==> src/rtl/keypad_pkg.sv <==
// Shared types and constants for the 4x4 keypad scanner.
// Optional auto-repeat is enabled by defining KEYPAD_REPEAT_EN.
package keypad_pkg;

   typedef enum logic [1:0] {
      SCAN,
      DEBOUNCE,
      HELD,
      RELEASE
   } state_t;

   localparam logic [3:0] ROWS_IDLE = 4'b1111;

   // Indexed [row][col]; row 3 carries the E/0/F/D bottom row of the pad.
   localparam logic [3:0] KEYMAP [4][4] = '{
      '{4'h1, 4'h2, 4'h3, 4'hA},
      '{4'h4, 4'h5, 4'h6, 4'hB},
      '{4'h7, 4'h8, 4'h9, 4'hC},
      '{4'hE, 4'h0, 4'hF, 4'hD}
   };

   function automatic logic [3:0] row_drive(input logic [1:0] row_idx);
      return ROWS_IDLE & ~(4'b0001 << row_idx);
   endfunction

endpackage

==> src/rtl/col_priority_encoder.sv <==
// Picks the lowest-index active (low) column; col0 has highest priority.
module col_priority_encoder (
   input  logic [3:0] cols,
   output logic [1:0] col_idx,
   output logic       any_active
);

   always_comb begin
      col_idx    = 2'd0;
      any_active = 1'b1;
      if (!cols[0]) begin
         col_idx = 2'd0;
      end else if (!cols[1]) begin
         col_idx = 2'd1;
      end else if (!cols[2]) begin
         col_idx = 2'd2;
      end else if (!cols[3]) begin
         col_idx = 2'd3;
      end else begin
         any_active = 1'b0;
      end
   end

endmodule

==> src/rtl/keypad_scanner.sv <==
// Row-scanning 4x4 keypad reader with press and release debouncing.
// Define KEYPAD_REPEAT_EN to re-pulse key_valid every REPEAT_CYCLES while held.
module keypad_scanner
   import keypad_pkg::*;
#(
   parameter int SCAN_CYCLES     = 4096,
   parameter int DEBOUNCE_CYCLES = 20000,
   parameter int REPEAT_CYCLES   = 500000
) (
   input  logic       clk,
   input  logic       reset,
   input  logic [3:0] synchronized_cols,
   output logic [3:0] rows,
   output logic [3:0] key_code,
   output logic       key_valid,
   output logic       key_held
);

   localparam int CNT_MAX = (SCAN_CYCLES > DEBOUNCE_CYCLES) ? SCAN_CYCLES : DEBOUNCE_CYCLES;
   localparam int CNT_W   = $clog2(CNT_MAX) + 1;
   localparam logic [CNT_W-1:0] SCAN_LAST = CNT_W'(SCAN_CYCLES - 1);
   localparam logic [CNT_W-1:0] DEB_LAST  = CNT_W'(DEBOUNCE_CYCLES - 1);

   if (SCAN_CYCLES < 2 || DEBOUNCE_CYCLES < 1 || REPEAT_CYCLES < 2) begin : g_bad_params
      $error("keypad_scanner: illegal SCAN/DEBOUNCE/REPEAT cycle parameters");
   end

   state_t           state, state_n;
   logic [1:0]       row_idx, row_idx_n, row_inc;
   logic [1:0]       col_sel, col_sel_n;
   logic [CNT_W-1:0] count, count_n;
   logic [3:0]       rows_n, key_code_n;
   logic             key_valid_n, key_held_n;
   logic [1:0]       enc_idx;
   logic             enc_any;
   logic             col_low;

   col_priority_encoder u_col_priority_encoder (
      .cols       (synchronized_cols),
      .col_idx    (enc_idx),
      .any_active (enc_any)
   );

   assign col_low = ~synchronized_cols[col_sel];
   assign row_inc = row_idx + 2'd1;

`ifdef KEYPAD_REPEAT_EN
   localparam int REP_W = $clog2(REPEAT_CYCLES) + 1;
   localparam logic [REP_W-1:0] REP_LAST = REP_W'(REPEAT_CYCLES - 1);
   logic [REP_W-1:0] rep_count, rep_count_n;
`endif

   // Next-state logic; all outputs are computed here and registered below.
   always_comb begin
      state_n     = state;
      row_idx_n   = row_idx;
      col_sel_n   = col_sel;
      count_n     = count;
      rows_n      = rows;
      key_code_n  = key_code;
      key_valid_n = 1'b0;
      key_held_n  = key_held;
`ifdef KEYPAD_REPEAT_EN
      rep_count_n = rep_count;
`endif
      case (state)
         SCAN: begin
            if (count == SCAN_LAST) begin
               count_n = '0;
               if (enc_any) begin
                  col_sel_n = enc_idx;
                  state_n   = DEBOUNCE;
               end else begin
                  row_idx_n = row_inc;
                  rows_n    = row_drive(row_inc);
               end
            end else begin
               count_n = count + CNT_W'(1);
            end
         end
         DEBOUNCE: begin
            if (!col_low) begin
               row_idx_n = row_inc;
               rows_n    = row_drive(row_inc);
               count_n   = '0;
               state_n   = SCAN;
            end else if (count == DEB_LAST) begin
               key_valid_n = 1'b1;
               key_code_n  = KEYMAP[row_idx][col_sel];
               key_held_n  = 1'b1;
               count_n     = '0;
               state_n     = HELD;
`ifdef KEYPAD_REPEAT_EN
               rep_count_n = '0;
`endif
            end else begin
               count_n = count + CNT_W'(1);
            end
         end
         HELD: begin
            if (!col_low) begin
               count_n = '0;
               state_n = RELEASE;
            end
`ifdef KEYPAD_REPEAT_EN
            else if (rep_count == REP_LAST) begin
               key_valid_n = 1'b1;
               rep_count_n = '0;
            end else begin
               rep_count_n = rep_count + REP_W'(1);
            end
`endif
         end
         RELEASE: begin
            if (col_low) begin
               count_n = '0;
               state_n = HELD;
`ifdef KEYPAD_REPEAT_EN
               rep_count_n = '0;
`endif
            end else if (count == DEB_LAST) begin
               key_held_n = 1'b0;
               row_idx_n  = row_inc;
               rows_n     = row_drive(row_inc);
               count_n    = '0;
               state_n    = SCAN;
            end else begin
               count_n = count + CNT_W'(1);
            end
         end
         default: begin
            state_n = SCAN;
            count_n = '0;
         end
      endcase
   end

   always_ff @(posedge clk) begin
      if (reset) begin
         state     <= SCAN;
         row_idx   <= 2'd0;
         col_sel   <= 2'd0;
         count     <= '0;
         rows      <= 4'b1110;
         key_code  <= 4'h0;
         key_valid <= 1'b0;
         key_held  <= 1'b0;
      end else begin
         state     <= state_n;
         row_idx   <= row_idx_n;
         col_sel   <= col_sel_n;
         count     <= count_n;
         rows      <= rows_n;
         key_code  <= key_code_n;
         key_valid <= key_valid_n;
         key_held  <= key_held_n;
      end
   end

`ifdef KEYPAD_REPEAT_EN
   always_ff @(posedge clk) begin
      if (reset) begin
         rep_count <= '0;
      end else begin
         rep_count <= rep_count_n;
      end
   end
`endif

endmodule
==> config.mk <==
export PLATFORM = sky130hd
export DESIGN_NAME = keypad_scanner
export DESIGN_NICKNAME = d
export VERILOG_FILES = /design/src/rtl/keypad_pkg.sv /design/src/rtl/col_priority_encoder.sv /design/src/rtl/keypad_scanner.sv
export SDC_FILE = /design/constraint.sdc
export NUM_CORES = 1
export LEC_CHECK = 0
export BUFFER_PORTS_ARGS = -buffer_cell sky130_fd_sc_hd__buf_2
export CAP_MARGIN = 10
export CORE_MARGIN = 2
export CORE_UTILIZATION = 35
export CTS_BUF_LIST = sky130_fd_sc_hd__clkbuf_8
export DETAILED_ROUTE_END_ITERATION = 10
export GPL_ROUTABILITY_DRIVEN = 1
export SLEW_MARGIN = 20
export SYNTH_ARGS = -nofsm -noshare
export SYNTH_HDL_FRONTEND = slang
export SYNTH_HIERARCHICAL = 1
export SYNTH_SLANG_ARGS = --single-unit
==> constraint.sdc <==
create_clock -name clk -period 3.7 [get_ports clk]
set_input_delay 0.37 -clock clk [delete_from_list [all_inputs] [get_ports clk]]
set_output_delay 0.37 -clock clk [all_outputs]
set_load 0.03 [all_outputs]
==> run metrics <==
nets 228; Pleak approximately 0.83 nW; Yosys warnings 6; die area 5760 um2; post-synth top area cell dfxtp_1; final WL 3360 um; largest net degree at the start of global routing 25; hold crit path type input port to flop; CP Max Fanout 8; instance count on the critical path 6; Final Slew Violations 0; num ports 16; count of final setup violators 0; Critical Path RT 3870 ps; Max Clock Freq 421.1 MHz; largest delay contributor family on the critical path simple AND/OR/NAND/NOR gates; Avg Cell Area, Syn just over 9 um2; Post-CTS Hold Buffers 0; Worst-Margin Slew 799.9 ps; Buffers on Ports 15; Final Wtd Congestion 0.8185; Final TNS setup 0 ps; synth-to-layout area growth 12.03%; WP data arrival ~2500 ps; initial antenna violation count 0; number of global-route vias before repair 1187; Clk Latency, worst-skew pair 290 ps; Via density 4.811; ratio of cells with drive above 1 in the final layout 0.1860; Syn Nets 214; HP Start synchronized_cols[3]; Die Wd 75.90 um; Std-Cell Rows 26; min cycle time layout 2375 ps; Slowest-stage cell, CP or4_4; buffer count from post-CTS setup fixing 0; Remaining DRCs 0; gr usage total 0.1290; worst setup path end rows[0]; Setup CP Type flop to flop; Tcrit/Tclk final 0.6418; post-synthesis cell count 200; RSZ-0062 raised after global routing false; Worst-path clk slew ~70 ps; die height around 76 um; flop-to-flop setup slack 1330 ps; first-pass GRT wire length 5616 um; PostCTS Resize Cnt 0; Peak VDD IR 0.1449 mV; FFs w/ async S/R, synth 0; CTS tree done; Clk Tree Root Cell clkbuf_8; Slowest Stage Delay on Critical Path 580 ps; status completed; TritonCTS buffer count 5; Reg2Reg Launch Point count[0]; top-area cell type share of the netlist area 0.3541; via count 1371; core area 5042 um2; CTS Buffer Depth 2; GR Overflow Total 0; Reg2Reg Depth 6; post-route clock skew around 8.4 ps; crit start category flop; PD cells 347.1 nW/um2; max cap viols 0; WL/cell 11.79 um; Worst setup startpoint count[0]; Antenna Cells 0; Final Hold Fails 0; Worst Hold Slack ~460 ps; largest cells by area after synthesis dfxtp_1, nor2_1, mux2i_1; Post-synth EDFFs 0; Syn Std Cell Area 1809 um2; post-synthesis sequential area ratio 0.3541; Rel. slew slack 0.4583; Yosys reg bits 32; R2R Path End rows[0]; number of DRC markers in iteration 0 53; htree depth 2; CP bufs+invs 0; Final ANT Viol Nets 0; CTS sink count 32; HPWL Detailed 2385 um; TritonRoute pass-1 iters 4; critical-path cell list ha_1 -> nand4bb_1 -> or4_4 -> nor3_2 -> a21oi_2 -> mux2_4; main flop type after synthesis dfxtp_1; Synth cell types 46; Initial Util 0.3588; Crit. End Element flop
[routing by layer]
metal  up-vias  GRT usage  part of all wire
met5         -          0                 0
met1       616     0.1732              0.50
li1        725          -                 -
met2        28     0.1906              0.46
met4         0    0.04678            0.0024
met3         2    0.04497             0.040
[logic make-up after synthesis]
logic type / Yosys count / synth area share
mux: 15 / 0.09613
xor+xnor: 16 / 0.07746
buf+inv: 12 / 0.03734
flops: 32 / 0.3541
compound gates: 26 / 0.1120
fa+ha+maj: 8 / 0.05533
simple gates: 91 / 0.2676
[sequential cells by signal, summed over array words and instances (netlist names), named ones only]
register	cells
key_valid	1
key_held	1
count	16
key_code	4
state	1
row_idx	2
rows	4
col_sel	2
[tightest hold or removal path, stage by stage]
cell     delay, ps
buf_2          100
a21oi_1         70
mux2i_1        120
nor2_1          50
[worst min path at each step]
stage	to	slack [ps]	depth (start not counted)
global placement	key_code[3]	480	2
CTS	col_sel[0]	450	4
floorplan	count[1]	480	2
finish	col_sel[1]	460	4
global route	col_sel[0]	460	4
detailed placement	key_code[3]	480	2
[cell type report]
cell class                      count  area (um2)
Clock buffer                        5       68.82
Inverter                            4       15.01
Fill cell                         518        3015
Multi-Input combinational cell    156        1101
Timing Repair Buffer               15       75.07
Sequential cell                    32       640.6
Tap cell                           70       87.58
Clock inverter                      3       38.79
[synthesized netlist by cell type, types with 2 or more instances]
cell type  number
and3_1          3
or2_2           2
xor2_1          9
mux2i_1        11
clkbuf_1        5
nor3b_1         2
inv_1           4
dfxtp_1        32
a21oi_1         6
nand3_1         5
nor3_1          4
nand2b_1        4
xnor2_1         7
mux2_4          2
ha_1            8
nand2_1        10
or4_4           2
o21ai_0         7
nor2b_1         7
nor2_1         35
o31ai_1         2
nand4_1         7
buf_6           3
[through the flow]
step	worst slack [ps]	total power, W	utilization	area (um2)	std cells
floorplan	1576	0.0003762	-	1809	200
global placement	1321	0.0003832	0.3806	1919	277
detailed placement	1342	0.0003837	0.3806	1919	277
CTS	1313	0.0007148	0.4020	2027	285
global route	1138	0.0007335	0.4020	2027	285
finish	1325	0.0007036	0.4020	2027	285
[placed cells by master (no fill, tap or decap), drive strengths merged, types with 8 or more instances in the layout]
cell / n
nor2: 35
dfxtp: 32
xor2: 9
buf: 15
ha: 8
o21ai: 8
nand2: 11
mux2i: 11
[report_power, final]
part	switching [W]	internal (W)
clock network	0.000131	0.000197
logic	0.0000163	0.00000961
registers	0.00000259	0.000347
total	0.000150	0.000554
Power figures use the tool's default switching activity.
